===== src/rtl/subdiv_sequencer_if.sv =====
`timescale 1ns/1ps
// subdiv_sequencer_if: start/busy handshakes and shared mesh state between sequencer and stages
interface subdiv_sequencer_if;
   logic        sub_start;
   logic        sub_busy;
   logic        avg_start;
   logic        avg_busy;
   logic        bank_sel;
   logic [31:0] vertex_count;
   logic [31:0] face_count;
   modport master (
      output sub_start, avg_start, bank_sel, vertex_count, face_count,
      input  sub_busy, avg_busy
   );
   modport slave (
      input  sub_start, avg_start, bank_sel, vertex_count, face_count,
      output sub_busy, avg_busy
   );
endinterface


===== src/rtl/subdiv_sequencer.sv =====
`timescale 1ns/1ps
// subdiv_sequencer: iterates subdivide/average stages over ping-pong mesh banks
module subdiv_sequencer #(
   parameter int ADDR_WIDTH         = 11,
   parameter int MAX_NEIGHBOR_COUNT = 10,
   parameter int ACK_TIMEOUT        = 16
) (
   input  logic               clk,
   input  logic               rst_n,
   input  logic               cmd_start,
   input  logic [3:0]         iter_req,
   input  logic [31:0]        vertex_count_in,
   input  logic [31:0]        face_count_in,
   subdiv_sequencer_if.master stg,
   output logic               busy,
   output logic               done,
   output logic               error,
   output logic [1:0]         err_code,
   output logic [3:0]         iter_done
);
   localparam int TW = $clog2(ACK_TIMEOUT + 1);
   localparam logic [63:0] LIMIT = 64'd1 << ADDR_WIDTH;
   typedef enum logic [3:0] {IDLE, CHECK, SUB_REQ, SUB_WAIT, AVG_REQ, AVG_WAIT, SWAP, FINISH, FAULT} state_t;
   state_t        state_q, state_d;
   logic [31:0]   vcnt_q, vcnt_d, fcnt_q, fcnt_d;
   logic [3:0]    req_q, req_d, iter_q, iter_d;
   logic          bank_q, bank_d, err_q, err_d;
   logic [1:0]    code_q, code_d;
   logic [TW-1:0] tmo_q, tmo_d, tmo_inc;
   logic [63:0]   nv, nf;
   logic          too_big, tmo_hit;
   // next-iteration counts, address-space fit and acknowledge-timeout detection
   always_comb begin
      nv = {32'd0, vcnt_q} + ((64'(fcnt_q) * 64'd3) >> 1);
      nf = 64'(fcnt_q) << 2;
      too_big = (64'd1 + 64'd3 * nv + 64'd3 * nf > LIMIT) || (nv * 64'(MAX_NEIGHBOR_COUNT) > LIMIT);
      tmo_hit = tmo_q == TW'(ACK_TIMEOUT - 1);
      tmo_inc = tmo_q == TW'(ACK_TIMEOUT) ? tmo_q : tmo_q + TW'(1);
   end
   // sequencing FSM: next state, counts, bank and error bookkeeping
   always_comb begin
      state_d = state_q;
      vcnt_d  = vcnt_q;
      fcnt_d  = fcnt_q;
      req_d   = req_q;
      iter_d  = iter_q;
      bank_d  = bank_q;
      err_d   = err_q;
      code_d  = code_q;
      tmo_d   = '0;
      case (state_q)
         IDLE: if (cmd_start) begin
            state_d = CHECK;
            vcnt_d  = vertex_count_in;
            fcnt_d  = face_count_in;
            req_d   = iter_req;
            iter_d  = 4'd0;
            bank_d  = 1'b0;
            err_d   = 1'b0;
            code_d  = 2'd0;
         end
         CHECK:
            if (iter_q == req_q) state_d = FINISH;
            else if (fcnt_q[0] || too_big) begin
               state_d = FAULT;
               err_d   = 1'b1;
               code_d  = fcnt_q[0] ? 2'd3 : 2'd1;
            end else state_d = SUB_REQ;
         SUB_REQ:
            if (stg.sub_busy) state_d = SUB_WAIT;
            else if (tmo_hit) begin
               state_d = FAULT;
               err_d   = 1'b1;
               code_d  = 2'd2;
            end else tmo_d = tmo_inc;
         SUB_WAIT: if (!stg.sub_busy) begin
            state_d = AVG_REQ;
            vcnt_d  = nv[31:0];
            fcnt_d  = nf[31:0];
         end
         AVG_REQ:
            if (stg.avg_busy) state_d = AVG_WAIT;
            else if (tmo_hit) begin
               state_d = FAULT;
               err_d   = 1'b1;
               code_d  = 2'd2;
            end else tmo_d = tmo_inc;
         AVG_WAIT: if (!stg.avg_busy) state_d = SWAP;
         SWAP: begin
            state_d = CHECK;
            bank_d  = ~bank_q;
            iter_d  = iter_q + 4'd1;
         end
         default: state_d = IDLE;
      endcase
   end
   // state and datapath registers, cleared by synchronous active-low reset
   always_ff @(posedge clk) begin
      if (!rst_n) begin
         state_q <= IDLE;
         vcnt_q  <= '0;
         fcnt_q  <= '0;
         req_q   <= '0;
         iter_q  <= '0;
         bank_q  <= 1'b0;
         err_q   <= 1'b0;
         code_q  <= '0;
         tmo_q   <= '0;
      end else begin
         state_q <= state_d;
         vcnt_q  <= vcnt_d;
         fcnt_q  <= fcnt_d;
         req_q   <= req_d;
         iter_q  <= iter_d;
         bank_q  <= bank_d;
         err_q   <= err_d;
         code_q  <= code_d;
         tmo_q   <= tmo_d;
      end
   end
   assign busy             = !(state_q inside {IDLE, FINISH, FAULT});
   assign done             = state_q == FINISH;
   assign error            = err_q;
   assign err_code         = code_q;
   assign iter_done        = iter_q;
   assign stg.sub_start    = state_q == SUB_REQ;
   assign stg.avg_start    = state_q == AVG_REQ;
   assign stg.bank_sel     = bank_q;
   assign stg.vertex_count = vcnt_q;
   assign stg.face_count   = fcnt_q;
endmodule


===== src/flat_wrapper.sv =====
// flat-port wrapper written by rule: the top's interface ports become plain ports
module subdiv_sequencer_flat 
#(
   parameter int ADDR_WIDTH         = 11,
   parameter int MAX_NEIGHBOR_COUNT = 10,
   parameter int ACK_TIMEOUT        = 16
)
  (clk, rst_n, cmd_start, iter_req, vertex_count_in, face_count_in, busy, done, error, err_code, iter_done, stg_sub_start, stg_avg_start, stg_bank_sel, stg_vertex_count, stg_face_count, stg_sub_busy, stg_avg_busy);
  subdiv_sequencer_if stg_i ();
  input  logic clk;
  input  logic rst_n;
  input  logic cmd_start;
  input  logic [3:0] iter_req;
  input  logic [31:0] vertex_count_in;
  input  logic [31:0] face_count_in;
  output logic busy;
  output logic done;
  output logic error;
  output logic [1:0] err_code;
  output logic [3:0] iter_done;
  output wire logic [$bits(stg_i.sub_start)-1:0] stg_sub_start;
  output wire logic [$bits(stg_i.avg_start)-1:0] stg_avg_start;
  output wire logic [$bits(stg_i.bank_sel)-1:0] stg_bank_sel;
  output wire logic [$bits(stg_i.vertex_count)-1:0] stg_vertex_count;
  output wire logic [$bits(stg_i.face_count)-1:0] stg_face_count;
  input wire logic [$bits(stg_i.sub_busy)-1:0] stg_sub_busy;
  input wire logic [$bits(stg_i.avg_busy)-1:0] stg_avg_busy;
  assign stg_sub_start = stg_i.sub_start;
  assign stg_avg_start = stg_i.avg_start;
  assign stg_bank_sel = stg_i.bank_sel;
  assign stg_vertex_count = stg_i.vertex_count;
  assign stg_face_count = stg_i.face_count;
  assign stg_i.sub_busy = stg_sub_busy;
  assign stg_i.avg_busy = stg_avg_busy;
  subdiv_sequencer #(.ADDR_WIDTH(ADDR_WIDTH), .MAX_NEIGHBOR_COUNT(MAX_NEIGHBOR_COUNT), .ACK_TIMEOUT(ACK_TIMEOUT)) u_core (.clk(clk), .rst_n(rst_n), .cmd_start(cmd_start), .iter_req(iter_req), .vertex_count_in(vertex_count_in), .face_count_in(face_count_in), .stg(stg_i), .busy(busy), .done(done), .error(error), .err_code(err_code), .iter_done(iter_done));
endmodule

===== config.mk =====
export PLATFORM = sky130hd
export DESIGN_NAME = subdiv_sequencer_flat
export DESIGN_NICKNAME = d
export VERILOG_FILES = /design/src/rtl/subdiv_sequencer_if.sv /design/src/rtl/subdiv_sequencer.sv /design/src/flat_wrapper.sv
export SDC_FILE = /design/constraint.sdc
export NUM_CORES = 1
export LEC_CHECK = 0
export BUFFER_PORTS_ARGS = -buffer_cell sky130_fd_sc_hd__buf_2
export CAP_MARGIN = 20
export CORE_MARGIN = 2
export CORE_UTILIZATION = 28
export CTS_CLUSTER_DIAMETER = 60
export CTS_CLUSTER_SIZE = 16
export DETAILED_ROUTE_END_ITERATION = 6
export SYNTH_ARGS = -nofsm -noshare
export SYNTH_HDL_FRONTEND = slang
export SYNTH_SLANG_ARGS = --single-unit

===== constraint.sdc =====
create_clock -name clk -period 18.25 [get_ports clk]
set_input_delay 0.9125 -clock clk [delete_from_list [all_inputs] [get_ports clk]]
set_output_delay 0.9125 -clock clk [all_outputs]
set_load 0.05 [all_outputs]

* Word-level counts from Yosys, hierarchy flattened
Index checks and enable logic that the tools add are counted.
** Word-level totals
- Bits of input ports :: 73
- Logic and storage cells :: 90
- Register bits :: 85
- Output and inout port bits :: 76
** Cells by class
- Bitwise logic cells :: 1
- Add/sub/neg operators :: 5
- Magnitude comparators :: 2
- Multipliers :: 4
- Multiplexer cells :: 38
- Reduce and logical (&&, ||, !) cells :: 13
- Equality and inequality tests :: 18
** Operators by type and width (count)
- 64-bit by 12-bit > comparator with 1-bit output (second input constant) :: 2
- 32-bit 2-to-1 mux :: 4
- 32-bit case mux with 2 select lines :: 2
- 1-bit by 64-bit adder with 64-bit output (first input constant) :: 1
- 64-bit adder :: 1
- 2-bit by 64-bit multiplier with 64-bit output (first input constant) :: 1
- 64-bit by 3-bit multiplier with 63-bit output (second input constant) :: 1
- 4-bit 2-to-1 mux :: 9
- 32-bit by 33-bit adder with 34-bit output :: 1
- 2-bit by 32-bit multiplier with 34-bit output (first input constant) :: 1
- 32-bit by 2-bit multiplier with 34-bit output (second input constant) :: 1
- 4-bit case mux with 7 select lines :: 1
- 5-bit 2-to-1 mux :: 4
- 4-bit by 3-bit == test with 1-bit output (second input constant) :: 4
- 2-bit 2-to-1 mux :: 7
- 2-bit inequality test (second input constant) :: 6
- 5-bit case mux with 2 select lines :: 1
- 4-bit by 2-bit == test with 1-bit output (second input constant) :: 2
- 2-bit case mux with 4 select lines :: 1
- 4-bit case mux with 2 select lines :: 1
- 1-bit 2-to-1 mux :: 6
- 3-bit AND reduction :: 2
- 6-bit AND reduction :: 1
- 5-bit by 1-bit adder with 5-bit output (second input constant) :: 1
- 17 further kinds :: 20

* Longest topological paths before layout
Gate-level depths: netlist of run 1.
- Depth after elaboration :: 11
- Depth in mapped cells :: 41
- Gate-level depth less buffers :: 40

* Least setup slack after synthesis of run 1
No wires, ideal clock.
- Path kind :: flip-flop to flip-flop
- Start point :: register u_core.fcnt_q[0], in the netlist u_core.stg.face_count[0]
- End point :: register u_core.code_q[1], in the netlist u_core.err_code[1]
- Path buffers :: 1
- Stages on the path, launching flop included :: 38
- Path slack :: 10234 ps
- Required time :: 18116 ps
- Clock period less this slack :: 8016 ps
- Library setup time :: 134 ps
- Data arrival time :: 7882 ps
- Cells stage by stage :: dfxtp_1 > ha_1 > inv_1 > fa_1 > nor2b_1 > o31a_1 > o21ai_0 > nand2b_1 > a21o_1 > a21oi_1 > xnor2_1 > ha_1 > a21o_1 > a31oi_1 > o2111ai_1 > a221oi_1 > o21ai_1 > a2111oi_1 > [2 not listed] > xnor2_1 > inv_2 > xnor2_1 > ha_1 > ha_1 > clkbuf_1 > a21oi_1 > o21ai_0 > nor2_1 > and3_1 > a311o_2 > mux2i_1 > and3_1 > nor4_1 > nand4_1 > or3_1 > a21oi_1 > a311oi_1
** Between the ends
- Longest elaborated chain between the ends :: 10
- Elaborated cells on any way between the ends :: 17
- Those cells by class :: 3 x add/sub; 4 x mul; 2 x order compare; 1 x eq/ne; 4 x mux; 3 x reduce/logical
** RTL lines
- from (decl) :: line subdiv_sequencer.sv:25 : logic [31:0] vcnt_q, vcnt_d, fcnt_q, fcnt_d;
- from (signal assigned) :: line subdiv_sequencer.sv:112 : fcnt_q <= fcnt_d;
- 32-bit by 2-bit multiplier with 34-bit output :: line subdiv_sequencer.sv:34, subdiv_sequencer.sv:36
- 32-bit by 33-bit adder with 34-bit output :: line subdiv_sequencer.sv:34 : nv = {32'd0, vcnt_q} + ((64'(fcnt_q) * 64'd3) >> 1);
- 2-bit by 64-bit multiplier with 64-bit output :: line subdiv_sequencer.sv:36 : too_big = (64'd1 + 64'd3 * nv + 64'd3 * nf > LIMIT) || (nv * 64'(MAX_NEIGHBOR_COUNT) > LIMIT);
- 1-bit by 64-bit adder with 64-bit output :: line subdiv_sequencer.sv:36
- 64-bit adder :: line subdiv_sequencer.sv:36
- 64-bit by 12-bit > comparator with 1-bit output :: line subdiv_sequencer.sv:36
- 1-bit logical OR :: line subdiv_sequencer.sv:36
- 1-bit logical OR :: line subdiv_sequencer.sv:64 : else if (fcnt_q[0] || too_big) begin
- 2-bit by 1-bit inequality test with 1-bit output (no source line)
- 6-bit AND reduction (no source line)
- to (signal assigned) :: line subdiv_sequencer.sv:117 : code_q <= code_d;
- to (decl) :: line subdiv_sequencer.sv:28 : logic [1:0] code_q, code_d;
Several ways; a longest one is shown, not always the timed one. The select of a mux whose other input is x is not followed.
A chain may end at the register's enable or synchronous reset.

* Worst setup path in the final report of run 1
Ends and elaborated chain as after synthesis.

==> results of run 1 <==
kinds of logic (layout without fill, tap and decap cells):
logic type | Yosys count | after routing | synth area share [%]
multiplexers | 13 | 13 | 1.07
AO/OA/AOI/OAI | 566 | 566 | 30.0
buffers and inverters | 163 | 249 | 4.90
XOR/XNOR | 123 | 123 | 8.46
flip-flops | 85 | 85 | 13.4
AND/OR/NAND/NOR | 600 | 600 | 21.9
adder cells (fa/ha/maj) | 194 | 194 | 20.4
Yosys cell counts, types with 18 or more instances:
cell	n
nor3_1	27
o21ai_0	89
nand2b_1	25
a311oi_1	46
a21o_1	70
nand4_1	40
nor2b_1	23
o21bai_1	18
a21oi_1	148
xor2_1	48
ha_1	172
nand2_1	193
xnor2_1	75
nor2_1	178
fa_1	22
nand3_1	36
o211ai_1	25
a211oi_1	27
inv_1	75
dfxtp_1	85
clkbuf_1	77
per-layer routing:
layer	GRT usage, %	routed length (µm)
met5	0	0
met4	3.06	492
met3	1.72	1830
met2	29.2	19800
met1	27.2	22200
final cells by class:
| class | instances | area (µm²) | share of cell area [%] |
|---|---|---|---|
| clock inverters | 5 | 61.3 | 0.429 |
| multi-input cells | 1496 | 10400 | 73.0 |
| clock buffers | 10 | 239 | 1.67 |
| inverters | 78 | 293 | 2.05 |
| repair buffers | 156 | 813 | 5.69 |
| flip-flops and latches | 85 | 1700 | 11.9 |
| well taps | 600 | 751 | 5.25 |
registers in the layout, summed over array words and instances, names as in the netlist:
signal                   count
u_core.state_q               4
u_core.stg.bank_sel          1
u_core.iter_done             4
u_core.stg.vertex_count     32
u_core.req_q                 4
u_core.err_code              2
u_core.error                 1
u_core.stg.face_count       32
u_core.tmo_q                 5
placed cells by master, fill, tap and decap left out, types with 6 or more instances in the layout:
cell type,instances
dfxtp_1,85
a21boi_0,7
xor2_1,48
nor2b_1,23
ha_1,172
o21ai_0,89
nand2b_1,25
o21bai_1,18
and3_1,15
nand4_1,40
a21oi_1,148
nor3_1,27
a311oi_1,46
o21ai_1,7
or3_1,9
mux2i_1,8
o21a_1,16
inv_1,75
fa_1,22
o22ai_1,6
nand2_1,193
buf_2,148
buf_4,7
o2111ai_1,8
nor2_1,178
a22oi_1,6
o211ai_1,25
nor4_1,16
clkbuf_16,9
xnor2_1,75
a211oi_1,27
a211o_1,6
and2_1,15
nand3_1,35
a21o_1,70
a31oi_1,16
critical path: cells and delay by family (launching register included):
kind / cells / cell delay [ns]
AO/OA/AOI/OAI: 17 / 4.02
AND/OR/NAND/NOR: 9 / 1.92
adder cells (fa/ha/maj): 5 / 1.61
XOR/XNOR: 3 / 0.70
flip-flops: 1 / 0.50
buffers and inverters: 2 / 0.19
multiplexers: 1 / 0.14
worst min path at each step:
stage                     slack (ns)              end  cells past startpoint            start
after floorplan                 0.45  u_core.req_q[0]                      2  u_core.req_q[0]
after global placement          0.46  u_core.req_q[1]                      2  u_core.req_q[1]
after detailed placement        0.47  u_core.req_q[2]                      2  u_core.req_q[2]
after CTS                       0.47  u_core.req_q[2]                      2  u_core.req_q[2]
after global routing            0.50  u_core.req_q[3]                      2  u_core.req_q[3]
final                           0.47  u_core.req_q[2]                      2  u_core.req_q[2]
per-stage QoR:
step / setup slack, ns / instance area, µm²
final: 9.03 / 14300
after detailed placement: 9.18 / 14000
after floorplan: 10.23 / 12700
after global routing: 8.18 / 14300
after CTS: 9.11 / 14300
after global placement: 9.40 / 14000
==> results.json, run 1 <==
{
  "outcome": "finished, final reports clean",
  "fmaxAchievable_ghz": 0.108,
  "finalWeightedCongestion": 0.892,
  "drv_cap": 0,
  "yosys_warnings": 0,
  "die_width_um": 217,
  "cp_common_cell": "ha_1",
  "numCtsBuffers": 9,
  "firstDrtPassIters": 5,
  "start_util_pct": 28.2,
  "path_max_fanout": 8,
  "clockRootBuffer": "clkbuf_16",
  "crit_slowest_cell": "a2111oi_1",
  "area_growth_pct": 12.2,
  "reg2regPathDepth": 37,
  "cp.required_ns": 18.46,
  "finalClockSkew_ns": 0.0127,
  "instances_no_fill": 2430,
  "syn_nets": 2011,
  "clk_pin_slew_worst_paths_ns": 0.07,
  "crit_start": "u_core.stg.face_count[0]",
  "fillers": 4933,
  "post-cts-setup-buffers": 0,
  "ys.flop_type": "dfxtp_1",
  "rsz0062_at_grt": "no",
  "min_path_type": "flip-flop to flip-flop",
  "grt_pass1_vias": 12400,
  "synth_area_leaders": "ha_1 (17%), dfxtp_1 (13%), a21oi_1 (5.8%), nand2_1 (5.7%), nor2_1 (5.2%)",
  "startpoint_type": "flip-flop",
  "grt_start_max_net_pins": 67,
  "wl_per_cell_um": 18.3,
  "syn_area_mm2": 0.0127,
  "period_minus_slack_ns": 9.22,
  "grt.total_usage_pct": 18.4,
  "synth.distinct_cells": 81,
  "cts_resized": 0,
  "setup_viol": 0,
  "async_flop_share_pct": 0,
  "drv_slew": 0,
  "grt_antenna_before_repair": 0,
  "whs_ns": 0.470,
  "syn_avg_cell_area_um2": 7.30,
  "fin_crit_sh_pct": 50.5,
  "io_pins": 149,
  "hpwlAfterDp_um": 36000,
  "synth_top_area_share_pct": 16.9,
  "grt_pass1_wl_um": 70100,
  "cpPeakStageDelay_ns": 0.68,
  "timing.rr.end": "u_core.err_code[1]",
  "design.core.area_mm2": 0.0452,
  "n_antenna_cell": 0,
  "globalRouteOverflowTotal": 0,
  "utilization_pct": 31.6,
  "ctsHoldBuffers": 0,
  "place_inst": 2415,
  "finalSetupTns_ns": 0,
  "drtIter0Drc": 967,
  "yosysTopAreaCell": "ha_1",
  "ctsLongestPathBuffers": 2,
  "ys_seq_elements": 85,
  "worstPathArrival_ns": 9.44,
  "portBuffers": 148,
  "drive_above_1_share_pct": 11.0,
  "cts_tree": "done",
  "drcViolationCount": 0,
  "crit_type": "flip-flop to flip-flop",
  "slew_headroom_pct": 30.6,
  "num_vias": 13300,
  "r2r_setup_slack_ns": 9.03,
  "floorplan.die.height_um": 217,
  "clk_latency_ns": 0.37,
  "htreeDepth": 3,
  "drt_wl_total_um": 44400,
  "num_rows": 78,
  "critPathCaptureType": "flip-flop",
  "finalNetCount": 2093,
  "crit_end": "u_core.err_code[1]",
  "clock-sinks": 85,
  "hold_viol": 0,
  "synth_edf_count": 0,
  "synth.yosys.seq_area_share_pct": 13.4,
  "antenna_left": 0,
  "dieArea_mm2": 0.0472,
  "reg2reg_from": "u_core.stg.face_count[0]",
  "syn_inst": 1744,
  "worstMarginPinSlew_ns": 1.04,
  "viasPerCell": 5.47
}
Power of run 1 is left out: the tool's default activity adds up to more than one toggle a clock period on the data nets, which glitch-free logic cannot reach.
==> run 2, diff against run 1 <==
- clock period: 18.25 -> 8.44 ns (I/O delays scaled with it)
==> run 2 against run 1 <==
  * Routed wire length shrank 0.40%
  * Core utilization grew 1.2 points
  * Global-route usage shrank 0.41 points
  * Critical endpoint unchanged
  * Clock-buffer cell count grew 1
  * Critical path depth shrank 1
  * Register-to-register slack lost 8.7 ns
  * Sequential cell count is the same
  * Largest cell class unchanged
  * Die area is the same
  * Non-clock buffer count grew 39
  * Clock skew grew 0.0011 ns
  * First-iteration DRC count grew 13%
==> results.json, run 2 (synthesis gave the netlist of run 1 again) <==
{
  "period_minus_slack_ns": 8.12,
  "die_width_um": 217,
  "layout_commonest_cell": "nand2_1",
  "firstDrtPassIters": 5,
  "finalWeightedCongestion": 0.973,
  "finalNetCount": 2132,
  "ctsHoldBuffers": 0,
  "grt_pass1_wl_um": 68800,
  "path_max_fanout": 6,
  "grt_pass1_vias": 12400,
  "hold_viol": 0,
  "drv_cap": 0,
  "utilization_pct": 32.9,
  "cpPeakStageDelay_ns": 0.52,
  "setup_viol": 0,
  "mostFrequentLayoutCells": "nand2_1 (193), nor2_1 (177), ha_1 (165)",
  "startpoint_type": "flip-flop",
  "outcome": "finished, final reports clean",
  "whs_ns": 0.304,
  "critPathCaptureType": "flip-flop",
  "cts_tree": "done",
  "viasPerCell": 5.49,
  "crit_slowest_cell": "fa_1",
  "htreeDepth": 3,
  "crit_type": "flip-flop to flip-flop",
  "start_util_pct": 28.2,
  "drt_wl_total_um": 44200,
  "num_vias": 13600,
  "finalClockSkew_ns": 0.0137,
  "portBuffers": 148,
  "design.core.area_mm2": 0.0452,
  "drv_slew": 0,
  "ctsLongestPathBuffers": 2,
  "dieArea_mm2": 0.0472,
  "slew_headroom_pct": 36.3,
  "numCtsBuffers": 9,
  "num_rows": 78,
  "area_growth_pct": 16.6,
  "drcViolationCount": 0,
  "grt.total_usage_pct": 18.0,
  "place_inst": 2448,
  "hpwlAfterDp_um": 35500,
  "clock-sinks": 85,
  "place_area_mm2": 0.0142,
  "clk_latency_ns": 0.37,
  "clockRootBuffer": "clkbuf_16",
  "worstMarginPinSlew_ns": 0.955,
  "drive_above_1_share_pct": 15.6,
  "cp.required_ns": 8.66,
  "r2r_setup_slack_ns": 0.32,
  "grt_start_max_net_pins": 98,
  "wl_per_cell_um": 17.9,
  "clk_pin_slew_worst_paths_ns": 0.07,
  "min_path_type": "primary input to flip-flop",
  "antenna_left": 0,
  "fin_crit_sh_pct": 96.2,
  "finalInstanceArea_mm2": 0.0148,
  "drtIter0Drc": 1090,
  "globalRouteOverflowTotal": 0,
  "instances_no_fill": 2471,
  "fmaxAchievable_ghz": 0.123,
  "floorplan.die.height_um": 217,
  "worstPathArrival_ns": 8.34,
  "grt_antenna_before_repair": 0,
  "io_pins": 149
}
run 2: cell count changes in the layout (fill, tap and decap cells not counted), sizes merged:
cell | before | now
buf | 156 | 195
clkinv | 4 | 2
clkbuf | 10 | 11
clkinvlp | 0 | 1
diode | 0 | 1
inv | 78 | 79
run 2: cell type report:
type,count,area (µm²)
sequential,85,1700
tap,600,751
clock buffer,11,233
inverter,78,293
antenna,1,2.50
timing repair buffer,195,1100
clock inverter,5,60.1
multi-input combinational,1496,10700
fill,4872,30300
run 2: worst max-delay path: cells and delay by family (launching register included):
family | cells | cell delay, ns
AO/OA/AOI/OAI | 15 | 2.81
AND/OR/NAND/NOR | 12 | 2.53
adder cells (fa/ha/maj) | 4 | 1.51
XOR/XNOR | 2 | 0.39
buffers and inverters | 3 | 0.37
flip-flops | 1 | 0.35
run 2: routing by layer:
layer  share of wire [%]  wire [µm]  GRT usage (%)  up-vias
li1                    -          -              -     6665
met1                  49      21600           25.9     6476
met2                  45      20000           29.1      385
met3                 4.7       2090           2.32       34
met4                 1.2        513           2.72        0
met5                   0          0              0        -
run 2: stage by stage:
step                setup TNS (ns)  setup WS [ns]
floorplan                        0          0.424
global placement           -0.0297        -0.0297
detailed placement          -0.359         -0.169
CTS                              0         0.0128
global route               -0.0750        -0.0750
finish                           0          0.317
run 2: timing repair:
action / 4_1_cts / 5_1_grt
buffers inserted: 0 / 6
resized for setup: 4 / 58
endpoints found under the setup margin: 5 / 5
pin swaps: 0 / 14
gates cloned: 0 / 0
run 2: worst paths after layout:
kind | start | to | depth (start not counted)
worst max register to register | u_core.stg.face_count[2] | u_core.err_code[1] | 36
worst max-delay path | u_core.stg.face_count[2] | u_core.err_code[1] | 36
worst min register to register | u_core.req_q[0] | u_core.req_q[0] | 2
worst min-delay path | iter_req[0] | u_core.req_q[0] | 3
Power of run 2 is left out for the same reason.
